### src/rtl/sram_arb_pkg.sv
// sram_arb_pkg
//   Shared types and helpers for the SRAM round-robin arbiter.
//   - DEFAULT_NUM_REQ : default requester count
//   - idx_t           : requester index for the default configuration
//   - mem_cmd_t       : one RAM command {we, addr, wdata} at default widths
//   - lock_state_t    : ownership FSM states (used when SRAM_ARB_LOCK_EN is defined)
//   - rr_pick()       : rotate / priority-encode / unrotate round-robin selection
`ifndef ADDR_WIDTH
`define ADDR_WIDTH 10
`endif
`ifndef DATA_WIDTH
`define DATA_WIDTH 16
`endif

package sram_arb_pkg;

    localparam int unsigned DEFAULT_NUM_REQ = 3;
    localparam int unsigned IDX_W           = $clog2(DEFAULT_NUM_REQ);

    // rr_pick works on a fixed-width vector so any NUM_REQ up to MAX_REQ can share it
    localparam int unsigned MAX_REQ = 16;
    localparam int unsigned PICK_W  = $clog2(MAX_REQ);

    typedef logic [IDX_W-1:0] idx_t;

    typedef struct packed {
        logic                   we;
        logic [`ADDR_WIDTH-1:0] addr;
        logic [`DATA_WIDTH-1:0] wdata;
    } mem_cmd_t;

    typedef struct packed {
        logic              found;
        logic [PICK_W-1:0] idx;
    } pick_t;

    typedef enum logic {
        ARB_IDLE,
        ARB_LOCKED
    } lock_state_t;

    // First set bit of req at or after ptr, wrapping n-1 -> 0. Requires ptr < n.
    function automatic pick_t rr_pick(input logic [MAX_REQ-1:0] req,
                                      input int unsigned        ptr,
                                      input int unsigned        n);
        logic [MAX_REQ-1:0] rot;
        int unsigned        j;
        pick_t              r;
        rot = '0;
        r   = '0;
        // rotate so that position 0 corresponds to ptr
        for (int unsigned k = 0; k < MAX_REQ; k++) begin
            if (k < n) begin
                j = ptr + k;
                if (j >= n) j = j - n;
                rot[PICK_W'(k)] = req[PICK_W'(j)];
            end
        end
        // lowest set bit wins, then map back to the real index
        for (int unsigned k = 0; k < MAX_REQ; k++) begin
            if (!r.found && rot[PICK_W'(k)]) begin
                r.found = 1'b1;
                j = ptr + k;
                if (j >= n) j = j - n;
                r.idx = PICK_W'(j);
            end
        end
        return r;
    endfunction

endpackage

### src/rtl/single_port_ram_intf.sv
// single_port_ram_intf
//   Connection to a single-port synchronous SRAM.
//   - cs, oe, W_req, addr, W_data : command from the compute side
//   - R_data                      : read data, valid the cycle after a read command
//   Modports: compute (drives commands), memory (the RAM itself).
`ifndef ADDR_WIDTH
`define ADDR_WIDTH 10
`endif
`ifndef DATA_WIDTH
`define DATA_WIDTH 16
`endif

interface single_port_ram_intf #(
    parameter int unsigned ADDR_W = `ADDR_WIDTH,
    parameter int unsigned DATA_W = `DATA_WIDTH
);
    logic              cs;
    logic              oe;
    logic              W_req;
    logic [ADDR_W-1:0] addr;
    logic [DATA_W-1:0] W_data;
    logic [DATA_W-1:0] R_data;

    modport compute (output cs, output oe, output W_req, output addr, output W_data,
                     input  R_data);
    modport memory  (input  cs, input  oe, input  W_req, input  addr, input  W_data,
                     output R_data);
endinterface

### src/rtl/sram_rr_pick.sv
// sram_rr_pick
//   Combinational round-robin selector.
//   - req   : request vector
//   - ptr   : highest-priority index this cycle
//   - gnt   : one-hot grant (zero when req is zero)
//   - idx   : index of the granted requester
//   - found : any requester granted
module sram_rr_pick
    import sram_arb_pkg::*;
#(
    parameter int unsigned NUM_REQ = DEFAULT_NUM_REQ,
    parameter int unsigned SEL_W   = $clog2(NUM_REQ)
) (
    input  logic [NUM_REQ-1:0] req,
    input  logic [SEL_W-1:0]   ptr,
    output logic [NUM_REQ-1:0] gnt,
    output logic [SEL_W-1:0]   idx,
    output logic               found
);

    pick_t pick;

    always_comb begin
        pick  = rr_pick(MAX_REQ'(req), 32'(ptr), NUM_REQ);
        found = pick.found;
        idx   = pick.idx[SEL_W-1:0];
        gnt   = '0;
        if (pick.found) gnt[idx] = 1'b1;
    end

endmodule

### src/rtl/sram_rr_arbiter.sv
// sram_rr_arbiter
//   Shares one single-port SRAM among NUM_REQ requesters with round-robin
//   arbitration, one accepted access per cycle, registered RAM command and
//   tagged read-data return one cycle after the command.
//   Ports:
//   - clk, rst_n : clock, asynchronous active-low reset
//   - req, we    : per-requester valid and write flag
//   - addr/wdata : packed per-requester address / write data
//   - gnt        : combinational one-hot accept (beat taken where req & gnt)
//   - rvalid     : one-hot read-data-valid, rdata broadcast from mem.R_data
//   - mem        : single_port_ram_intf.compute
//   - lock       : only when SRAM_ARB_LOCK_EN is defined; holds grant on an owner
`ifndef ADDR_WIDTH
`define ADDR_WIDTH 10
`endif
`ifndef DATA_WIDTH
`define DATA_WIDTH 16
`endif

module sram_rr_arbiter
    import sram_arb_pkg::*;
#(
    parameter  int unsigned NUM_REQ = DEFAULT_NUM_REQ,
    parameter  int unsigned ADDR_W  = `ADDR_WIDTH,
    parameter  int unsigned DATA_W  = `DATA_WIDTH,
    localparam int unsigned IDX_W   = $clog2(NUM_REQ)
) (
    input  logic                  clk,
    input  logic                  rst_n,
    input  logic [NUM_REQ-1:0]    req,
    input  logic [NUM_REQ-1:0]    we,
    input  logic [NUM_REQ*ADDR_W-1:0] addr,
    input  logic [NUM_REQ*DATA_W-1:0] wdata,
    output logic [NUM_REQ-1:0]    gnt,
    output logic [NUM_REQ-1:0]    rvalid,
    output logic [DATA_W-1:0]     rdata,
    single_port_ram_intf.compute  mem
`ifdef SRAM_ARB_LOCK_EN
   ,input  logic [NUM_REQ-1:0]    lock
`endif
);

    logic [IDX_W-1:0]   ptr;
    logic [NUM_REQ-1:0] rr_gnt;
    logic [IDX_W-1:0]   pick_idx;
    logic               pick_found;
    logic               acc;
    logic [IDX_W-1:0]   acc_idx;

    logic               cmd_cs;
    logic               cmd_oe;
    logic               cmd_wreq;
    logic [ADDR_W-1:0]  cmd_addr;
    logic [DATA_W-1:0]  cmd_wdata;
    logic [IDX_W-1:0]   cmd_tag;

    sram_rr_pick #(
        .NUM_REQ (NUM_REQ),
        .SEL_W   (IDX_W)
    ) u_pick (
        .req   (req),
        .ptr   (ptr),
        .gnt   (rr_gnt),
        .idx   (pick_idx),
        .found (pick_found)
    );

`ifdef SRAM_ARB_LOCK_EN
    lock_state_t      lock_state, lock_next;
    logic [IDX_W-1:0] owner, owner_next;

    always_ff @(posedge clk or negedge rst_n) begin
        if (!rst_n) begin
            lock_state <= ARB_IDLE;
            owner      <= '0;
        end else begin
            lock_state <= lock_next;
            owner      <= owner_next;
        end
    end

    // While locked the owner alone is granted; a cycle with the owner's req
    // low grants nobody and drops ownership, so others compete from the next cycle.
    always_comb begin
        lock_next  = lock_state;
        owner_next = owner;
        gnt        = rr_gnt;
        acc        = pick_found;
        acc_idx    = pick_idx;
        case (lock_state)
            ARB_IDLE: begin
                if (pick_found && lock[pick_idx]) begin
                    lock_next  = ARB_LOCKED;
                    owner_next = pick_idx;
                end
            end
            ARB_LOCKED: begin
                gnt = '0;
                if (req[owner]) begin
                    gnt[owner] = 1'b1;
                    acc        = 1'b1;
                    acc_idx    = owner;
                    if (!lock[owner]) lock_next = ARB_IDLE;
                end else begin
                    acc       = 1'b0;
                    lock_next = ARB_IDLE;
                end
            end
            default: lock_next = ARB_IDLE;
        endcase
    end
`else
    always_comb begin
        gnt     = rr_gnt;
        acc     = pick_found;
        acc_idx = pick_idx;
    end
`endif

    always_ff @(posedge clk or negedge rst_n) begin
        if (!rst_n) begin
            ptr       <= '0;
            cmd_cs    <= 1'b0;
            cmd_oe    <= 1'b0;
            cmd_wreq  <= 1'b0;
            cmd_addr  <= '0;
            cmd_wdata <= '0;
            cmd_tag   <= '0;
            rvalid    <= '0;
        end else begin
            // the RAM samples the current read command at this edge, so its
            // data and the matching rvalid appear together next cycle
            rvalid <= '0;
            if (cmd_cs && cmd_oe) rvalid[cmd_tag] <= 1'b1;

            cmd_cs   <= acc;
            cmd_oe   <= acc && !we[acc_idx];
            cmd_wreq <= acc && we[acc_idx];
            if (acc) begin
                ptr       <= (acc_idx == IDX_W'(NUM_REQ - 1)) ? '0 : acc_idx + 1'b1;
                cmd_addr  <= addr[32'(acc_idx)*ADDR_W +: ADDR_W];
                cmd_wdata <= wdata[32'(acc_idx)*DATA_W +: DATA_W];
                cmd_tag   <= acc_idx;
            end
        end
    end

    assign mem.cs     = cmd_cs;
    assign mem.oe     = cmd_oe;
    assign mem.W_req  = cmd_wreq;
    assign mem.addr   = cmd_addr;
    assign mem.W_data = cmd_wdata;
    assign rdata      = mem.R_data;

endmodule

### src/flat_wrapper.sv
// flat-port wrapper written by rule: the top's interface ports become plain ports
module sram_rr_arbiter_flat import sram_arb_pkg::*;
#(
    parameter  int unsigned NUM_REQ = DEFAULT_NUM_REQ,
    parameter  int unsigned ADDR_W  = `ADDR_WIDTH,
    parameter  int unsigned DATA_W  = `DATA_WIDTH,
    localparam int unsigned IDX_W   = $clog2(NUM_REQ)
)
  (clk, rst_n, req, we, addr, wdata, gnt, rvalid, rdata, mem_cs, mem_oe, mem_W_req, mem_addr, mem_W_data, mem_R_data);
  single_port_ram_intf #(.ADDR_W(ADDR_W), .DATA_W(DATA_W)) mem_i ();
  input  logic clk;
  input  logic rst_n;
  input  logic [NUM_REQ-1:0] req;
  input  logic [NUM_REQ-1:0] we;
  input  logic [NUM_REQ*ADDR_W-1:0] addr;
  input  logic [NUM_REQ*DATA_W-1:0] wdata;
  output logic [NUM_REQ-1:0] gnt;
  output logic [NUM_REQ-1:0] rvalid;
  output logic [DATA_W-1:0] rdata;
  output wire logic [$bits(mem_i.cs)-1:0] mem_cs;
  output wire logic [$bits(mem_i.oe)-1:0] mem_oe;
  output wire logic [$bits(mem_i.W_req)-1:0] mem_W_req;
  output wire logic [$bits(mem_i.addr)-1:0] mem_addr;
  output wire logic [$bits(mem_i.W_data)-1:0] mem_W_data;
  input wire logic [$bits(mem_i.R_data)-1:0] mem_R_data;
  assign mem_cs = mem_i.cs;
  assign mem_oe = mem_i.oe;
  assign mem_W_req = mem_i.W_req;
  assign mem_addr = mem_i.addr;
  assign mem_W_data = mem_i.W_data;
  assign mem_i.R_data = mem_R_data;
  sram_rr_arbiter #(.NUM_REQ(NUM_REQ), .ADDR_W(ADDR_W), .DATA_W(DATA_W)) u_core (.clk(clk), .rst_n(rst_n), .req(req), .we(we), .addr(addr), .wdata(wdata), .gnt(gnt), .rvalid(rvalid), .rdata(rdata), .mem(mem_i));
endmodule
### config.mk
export PLATFORM = sky130hd
export DESIGN_NAME = sram_rr_arbiter_flat
export DESIGN_NICKNAME = d
export VERILOG_FILES = /design/src/rtl/sram_arb_pkg.sv /design/src/rtl/single_port_ram_intf.sv /design/src/rtl/sram_rr_pick.sv /design/src/rtl/sram_rr_arbiter.sv /design/src/flat_wrapper.sv
export SDC_FILE = /design/constraint.sdc
export NUM_CORES = 1
export LEC_CHECK = 0
export ABC_AREA = 1
export CORE_MARGIN = 2
export CORE_UTILIZATION = 34
export CTS_CLUSTER_DIAMETER = 60
export DETAILED_ROUTE_END_ITERATION = 16
export PLACE_DENSITY = 0.86
export SYNTH_ARGS = -nofsm -noshare
export SYNTH_HDL_FRONTEND = slang
export SYNTH_SLANG_ARGS = --single-unit
### constraint.sdc
create_clock -name clk -period 2.9 [get_ports clk]
set_input_delay 0.87 -clock clk [delete_from_list [all_inputs] [get_ports clk]]
set_output_delay 0.87 -clock clk [all_outputs]
set_load 0.05 [all_outputs]
==> After elaboration in Yosys (flattened, before gate mapping) <==
Cells that the tools add are included.
{ "word_totals": {"latchBits": 0, "mem_bits_rw": 0, "register_bits": 36, "romBits": 0, "input_bits": 102, "memories": 0} }
{ "classes": {"multipliers": 1, "bitwise": 0, "n_lt_le_gt_ge": 10, "reduce_logical": 10, "n_addsub": 6, "div": 0, "eq_ne": 1, "n_mux": 21, "shift": 2} }
{ "ops": {"columns": ["op", "n"], "rows": [
  ["48-bit by 7-bit indexed part select with 16-bit output", 1],
  ["30-bit by 7-bit indexed part select with 10-bit output", 1],
  ["4-bit by 5-bit less-than comparator with 1-bit output (second input constant)", 3],
  ["5-bit 2-to-1 mux", 3],
  ["1-bit binary-select mux with 4-bit select", 3],
  ["4-bit 2-to-1 mux", 3],
  ["3-bit by 2-bit subtractor with 4-bit output (second input constant)", 2],
  ["1-bit logical AND", 7],
  ["3-bit by 2-bit >= comparator with 1-bit output (second input constant)", 2],
  ["2-bit by 3-bit less-than comparator with 1-bit output (second input constant)", 2],
  ["1-bit 2-to-1 mux", 6],
  ["3-bit 2-to-1 mux", 2],
  ["2-bit by 3-bit multiplier with 5-bit output (second input constant)", 1],
  ["1-bit demux with 2-bit select", 2],
  ["2-bit by 1-bit >= comparator with 1-bit output (second input constant)", 2],
  ["2-bit by 1-bit adder with 3-bit output (second input constant)", 1],
  ["2-bit by 2-bit adder with 3-bit output (second input constant)", 1],
  ["1-bit logical NOT", 3],
  ["2-bit by 2-bit subtractor with 3-bit output (second input constant)", 1],
  ["2-bit by 1-bit adder with 2-bit output (second input constant)", 1],
  ["1-bit binary-select mux with 2-bit select", 1],
  ["2-bit == test (second input constant)", 1],
  ["2-bit >= comparator (second input constant)", 1],
  ["2-bit 2-to-1 mux", 1]
]} }

==> Longest topological paths before layout <==
{ "depth": {"word_depth": 16, "mapped_depth": 17, "ltp_nobuf": 16} }

==> Cells and area by module <==
A second synthesis with hierarchy kept.
{ "unflattened": {"cells_unflattened": 365, "area_unflattened_um2": 2454.9} }
{ "by_module_without_submodules": {"columns": ["module", "n_inst", "cells_per_inst", "area_per_inst_um2"], "rows": [
  ["sram_rr_arbiter", 1, 312, 2139.6],
  ["sram_rr_pick", 1, 53, 315.3]
]} }

==> Worst setup path after synthesis <==
No wires, ideal clock.
{ "synth_timing": {"path_kind": "input to output", "startpoint": "input port req[0]", "endpoint": "output port gnt[0]", "path_buffers": 2, "stages": 12, "required_ns": 2.030, "t_arrival_ns": 2.644, "slack_ns": -0.614, "path_cell_list": "inv_1 nor2_1 nor2_1 nor2_2 nand3_2 clkinv_1 nand2_1 nand2_1 buf_4 buf_6 nand2_1 a21oi_1"} }
{ "synth_between": {"elab_chain_cells": 14, "word_cells_on_any_way": 19, "classes_between": "2 x order compare; 12 x mux; 5 x reduce/logical"} }
{ "synth_rtl": {"columns": ["element", "line", "rtl"], "rows": [
  ["start: declaration", "flat_wrapper.sv:13", "input logic [NUM_REQ-1:0] req;"],
  ["1-bit binary-select mux with 4-bit select", "sram_arb_pkg.sv:56", "rot[PICK_W'(k)] = req[PICK_W'(j)];"],
  ["1-bit 2-to-1 mux (not written as such)", "sram_arb_pkg.sv:56", null],
  ["5-bit 2-to-1 mux", "sram_arb_pkg.sv:61", "if (!r.found && rot[PICK_W'(k)]) begin"],
  ["1-bit logical NOT", "sram_arb_pkg.sv:61", null],
  ["1-bit logical AND", "sram_arb_pkg.sv:61", null],
  ["5-bit 2-to-1 mux", "sram_arb_pkg.sv:61", null],
  ["1-bit logical NOT", "sram_arb_pkg.sv:61", null],
  ["1-bit logical AND", "sram_arb_pkg.sv:61", null],
  ["5-bit 2-to-1 mux (*)", "sram_arb_pkg.sv:61", null],
  ["2-bit by 3-bit less-than comparator with 1-bit output (not written as such) / 2-bit by 1-bit >= comparator with 1-bit output (equally long branches)", "sram_rr_pick.sv:28", "if (pick.found) gnt[idx] = 1'b1;"],
  ["1-bit logical AND (not written as such)", "sram_rr_pick.sv:28", null],
  ["1-bit 2-to-1 mux (not written as such)", "sram_rr_pick.sv:28", null],
  ["1-bit demux with 2-bit select", "sram_rr_pick.sv:28", null],
  ["3-bit 2-to-1 mux (*)", "sram_rr_pick.sv:28", null],
  ["end: declaration", "flat_wrapper.sv:17", "output logic [NUM_REQ-1:0] gnt;"]
]} }
Every way passes the cells marked *; elsewhere a longest branch is shown, timed or not. The select of a mux whose other input is x is not followed.

==> Worst setup path after layout <==
{ "layout_timing": {"startpoint": "input port req[2]", "endpoint": "output port gnt[0]"} }
The elaborated chain is that of the path after synthesis.

==> run summary <==
The run finished, with violations left. The largest stage delay on the critical path was 0.22 ns; the number of optimization iterations in the first detailed-route pass was 5. The number of warnings issued by yosys came out at 0.

Summing over every cut layer, the via total after detailed routing is 2974. The first global-routing pass estimated 14.19 mm of wire. The initial core utilization came out at 0.3524.

The least setup slack across all paths after layout was -0.1334 ns; the cell depth of the worst hold path was 1. In the synthesized netlist, the cells that appear most often are nand2_1, nor2_1, nand3_1, dfrtp_1, buf_4. TritonCTS created 5 clock buffers. The critical path depth in cells is 11, and the worst clock skew is 0.005470 ns. The logs give 36 for the count of clock tree sinks and 91 for the number of design-rule violations left by the first detailed-router iteration.

The number of violations of the max-capacitance limit was 0. By startpoint and endpoint, the worst setup path is classified as in2out. The overall die width was 90.94 µm; the maximum number of pins on one net before global-route repair was 37. TritonCTS built the clock tree. The global-route usage over all layers was 0.2097.

The final reports fail on setup timing. In this design, the largest share of critical-path delay is due to simple AND/OR/NAND/NOR gates. The final routed wire length divided by cell count was 14.46 µm; the synthesized area was 2570 µm². The post-route fraction of the period consumed by the critical path is 1.046, and the count of final setup violators is 3. The detail-routed via count per cell is 4.916.

The share of flip-flops with an asynchronous set or reset after synthesis came out at 1.000. After synthesis, the cell types taking the most area are dfrtp_1, nand2_1, nand3_1. For the die outline area, the log shows 8270 µm².

The signal on the critical path passes through clkdlybuf4s15_2, nand2_1, nand2_1, nor2_4, nor2_4, nand3_1, nand3_2, nand2_4, nand2_4, a21oi_4, buf_6. The count of unresolved DRC violations after routing was 0; the vertical die dimension was 90.94 µm. At the placement stage, the worst setup path has a slack of -0.5351 ns. Summed over all instances, the cell type with the most area after synthesis is dfrtp_1. The tree is rooted in a clkbuf_8.

In this run the cell area measured after placement is 3855 µm². The number of top-level pins is 153, and the final estimated routing congestion in global placement is 0.8557. Number of slew-limit violations in the final report: 0. The tools report the startpoint class of the critical path as an input port.

The data arrival time at the worst-slack endpoint is 2.16 ns, and the post-synthesis cell type count is 22. The number of flops mapped to enable cells by yosys is 0, and the portion of the post-synthesis area used by sequential elements is 0.3505. By instance count, the leading cell after synthesis is nand2_1. Setup repair after global routing could not meet its margin everywhere. In this run the remaining antenna-violating nets after routing total 0. Once layout is done, the placed cells without fillers occupy 4114 µm². The tools report the number of global-route vias before repair as 2983. 0 antenna diodes ended up in the layout. The element type at the critical path end is an output pin.

In this run the core area contains 31 standard-cell rows. Clock-pin slew was measured on the worst setup and hold paths at 0.07 ns. For the worst slew margin relative to its limit, the log shows 0.4602. Buffers placed on the I/O ports in this run total 120.

The standard cell with the maximum stage delay on the critical path is clkdlybuf4s15_2. Counting flops and latches in the post-synthesis netlist gives 36. Buffers inserted to repair hold after CTS numbered 0.

For the number of nets in the synthesized netlist, the log shows 500. The worst path needs 3.033 ns of the cycle, external delays included. For the worst flop-to-flop path, the logic depth is 16.

In this run the worst path has a maximum fanout of 6. In this run the worst hold path is classified as reg2reg. The wire-length estimate of the detail-placed layout is 6.048 mm. The final number of hold-violating endpoints was 0.

In this run the deepest clock path goes through 2 buffers. At the pin with the least slew margin, the transition time is 0.8097 ns. The H-tree was split into 2 levels. The tools report the upper clock frequency limit as 329.7 MHz. The number of buffers and inverters on the critical path is 2. Excluding fillers, the count of instances in the completed layout stands at 605.

From synthesis to final layout, the design area changed by 60.08%. The tools report the instance count after placement with tap cells included as 590. Data on the critical path is required at its endpoint by 2.03 ns.

Initial antenna violation count: 0. The total negative slack for setup checks was -0.3222 ns; the total congestion overflow was 0. The area fraction of the dominant cell type after synthesis works out to 0.3505.

The routed design has 8.746 mm of wire. The core region is 7292 µm². The average instance in the mapped netlist occupies 6.539 µm². The final layout contains 612 nets. The share of post-route cells with drive strength above 1 was 0.1542. The tools report the synthesized netlist cell count as 393. The flip-flop cell with the highest count after synthesis is dfrtp_1. Clock latency on the worst-skew pair, taken at its later pin, is 0.28 ns.
state kept, by name (all words and copies together), names as in the netlist:
signal and flops:
u_core.mem.cs 1, u_core.rvalid 3, u_core.cmd_tag 2, u_core.ptr 2
u_core.mem.W_data 16, u_core.mem.W_req 1, u_core.mem.oe 1, u_core.mem.addr 10
timing repair:
item                       in CTS  in global routing
pin swaps                      11                  9
setup endpoints to repair      31                  3
buffers inserted                7                  0
gates resized for setup        33                 11
final timing paths:
kind                                   start                    to  slack [ns]
max                                   req[2]                gnt[0]       -0.13
max in group asynchronous              rst_n  u_core.mem.W_data[1]        1.71
min                        u_core.cmd_tag[1]      u_core.rvalid[0]        0.48
max reg2reg                    u_core.ptr[0]    u_core.mem.addr[6]        0.19
min reg2reg                u_core.cmd_tag[1]      u_core.rvalid[0]        0.48
min in group asynchronous              rst_n      u_core.rvalid[2]        0.67
kinds of logic after synthesis:
family	count (synthesis)	synth area share
AOI/OAI and AO/OA	30	0.05891
adders and majority gates	5	0.02434
buffers and inverters	54	0.1280
DFF	36	0.3505
and+or+nand+nor	268	0.4382
placed cells by master, fill, tap and decap left out:
cell,count
nand4_2,1
o21ai_1,1
clkdlybuf4s50_1,113
clkdlybuf4s15_2,1
ha_4,3
dfrtp_1,36
buf_12,3
clkbuf_8,6
nor3_1,2
nand3_2,2
buf_4,22
a21oi_4,1
nand2_1,98
nand2_2,6
ha_1,2
o21ai_0,3
nor2_2,3
inv_1,6
a21oi_1,24
nand3_4,3
inv_2,4
clkinv_2,2
clkinvlp_4,1
buf_6,3
nand3_1,62
nor2_4,6
inv_4,3
nor2_1,80
nand2_4,5
o22ai_1,1
buf_2,3
metal layers:
| layer | part of all wire | GRT usage |
|---|---|---|
| met4 | 0.025 | 0.08081 |
| met1 | 0.40 | 0.2432 |
| met2 | 0.50 | 0.3722 |
| met3 | 0.072 | 0.04979 |
| met5 | 0 | 0 |
per-stage QoR:
| stage | hold slack [ns] | util |
|---|---|---|
| finish | 0.4750 | 0.5642 |
| global route | 0.4857 | 0.5642 |
| CTS | 0.4704 | 0.5592 |
| detailed placement | 0.4581 | 0.5287 |
| global placement | 0.4488 | 0.5287 |
| floorplan | 0.4360 | - |
cell type report:
class,instances,area [µm²]
fill,688,3178
sequential,36,900.9
inverter,14,63.81
clock buffer,6,82.58
clock inverter,2,10.01
multi-input combinational,303,1516
timing repair buffer,145,1416
tap,99,123.9
Power is not shown: default switching activity piles up to over one toggle a cycle in this logic, so the estimate is an artifact.
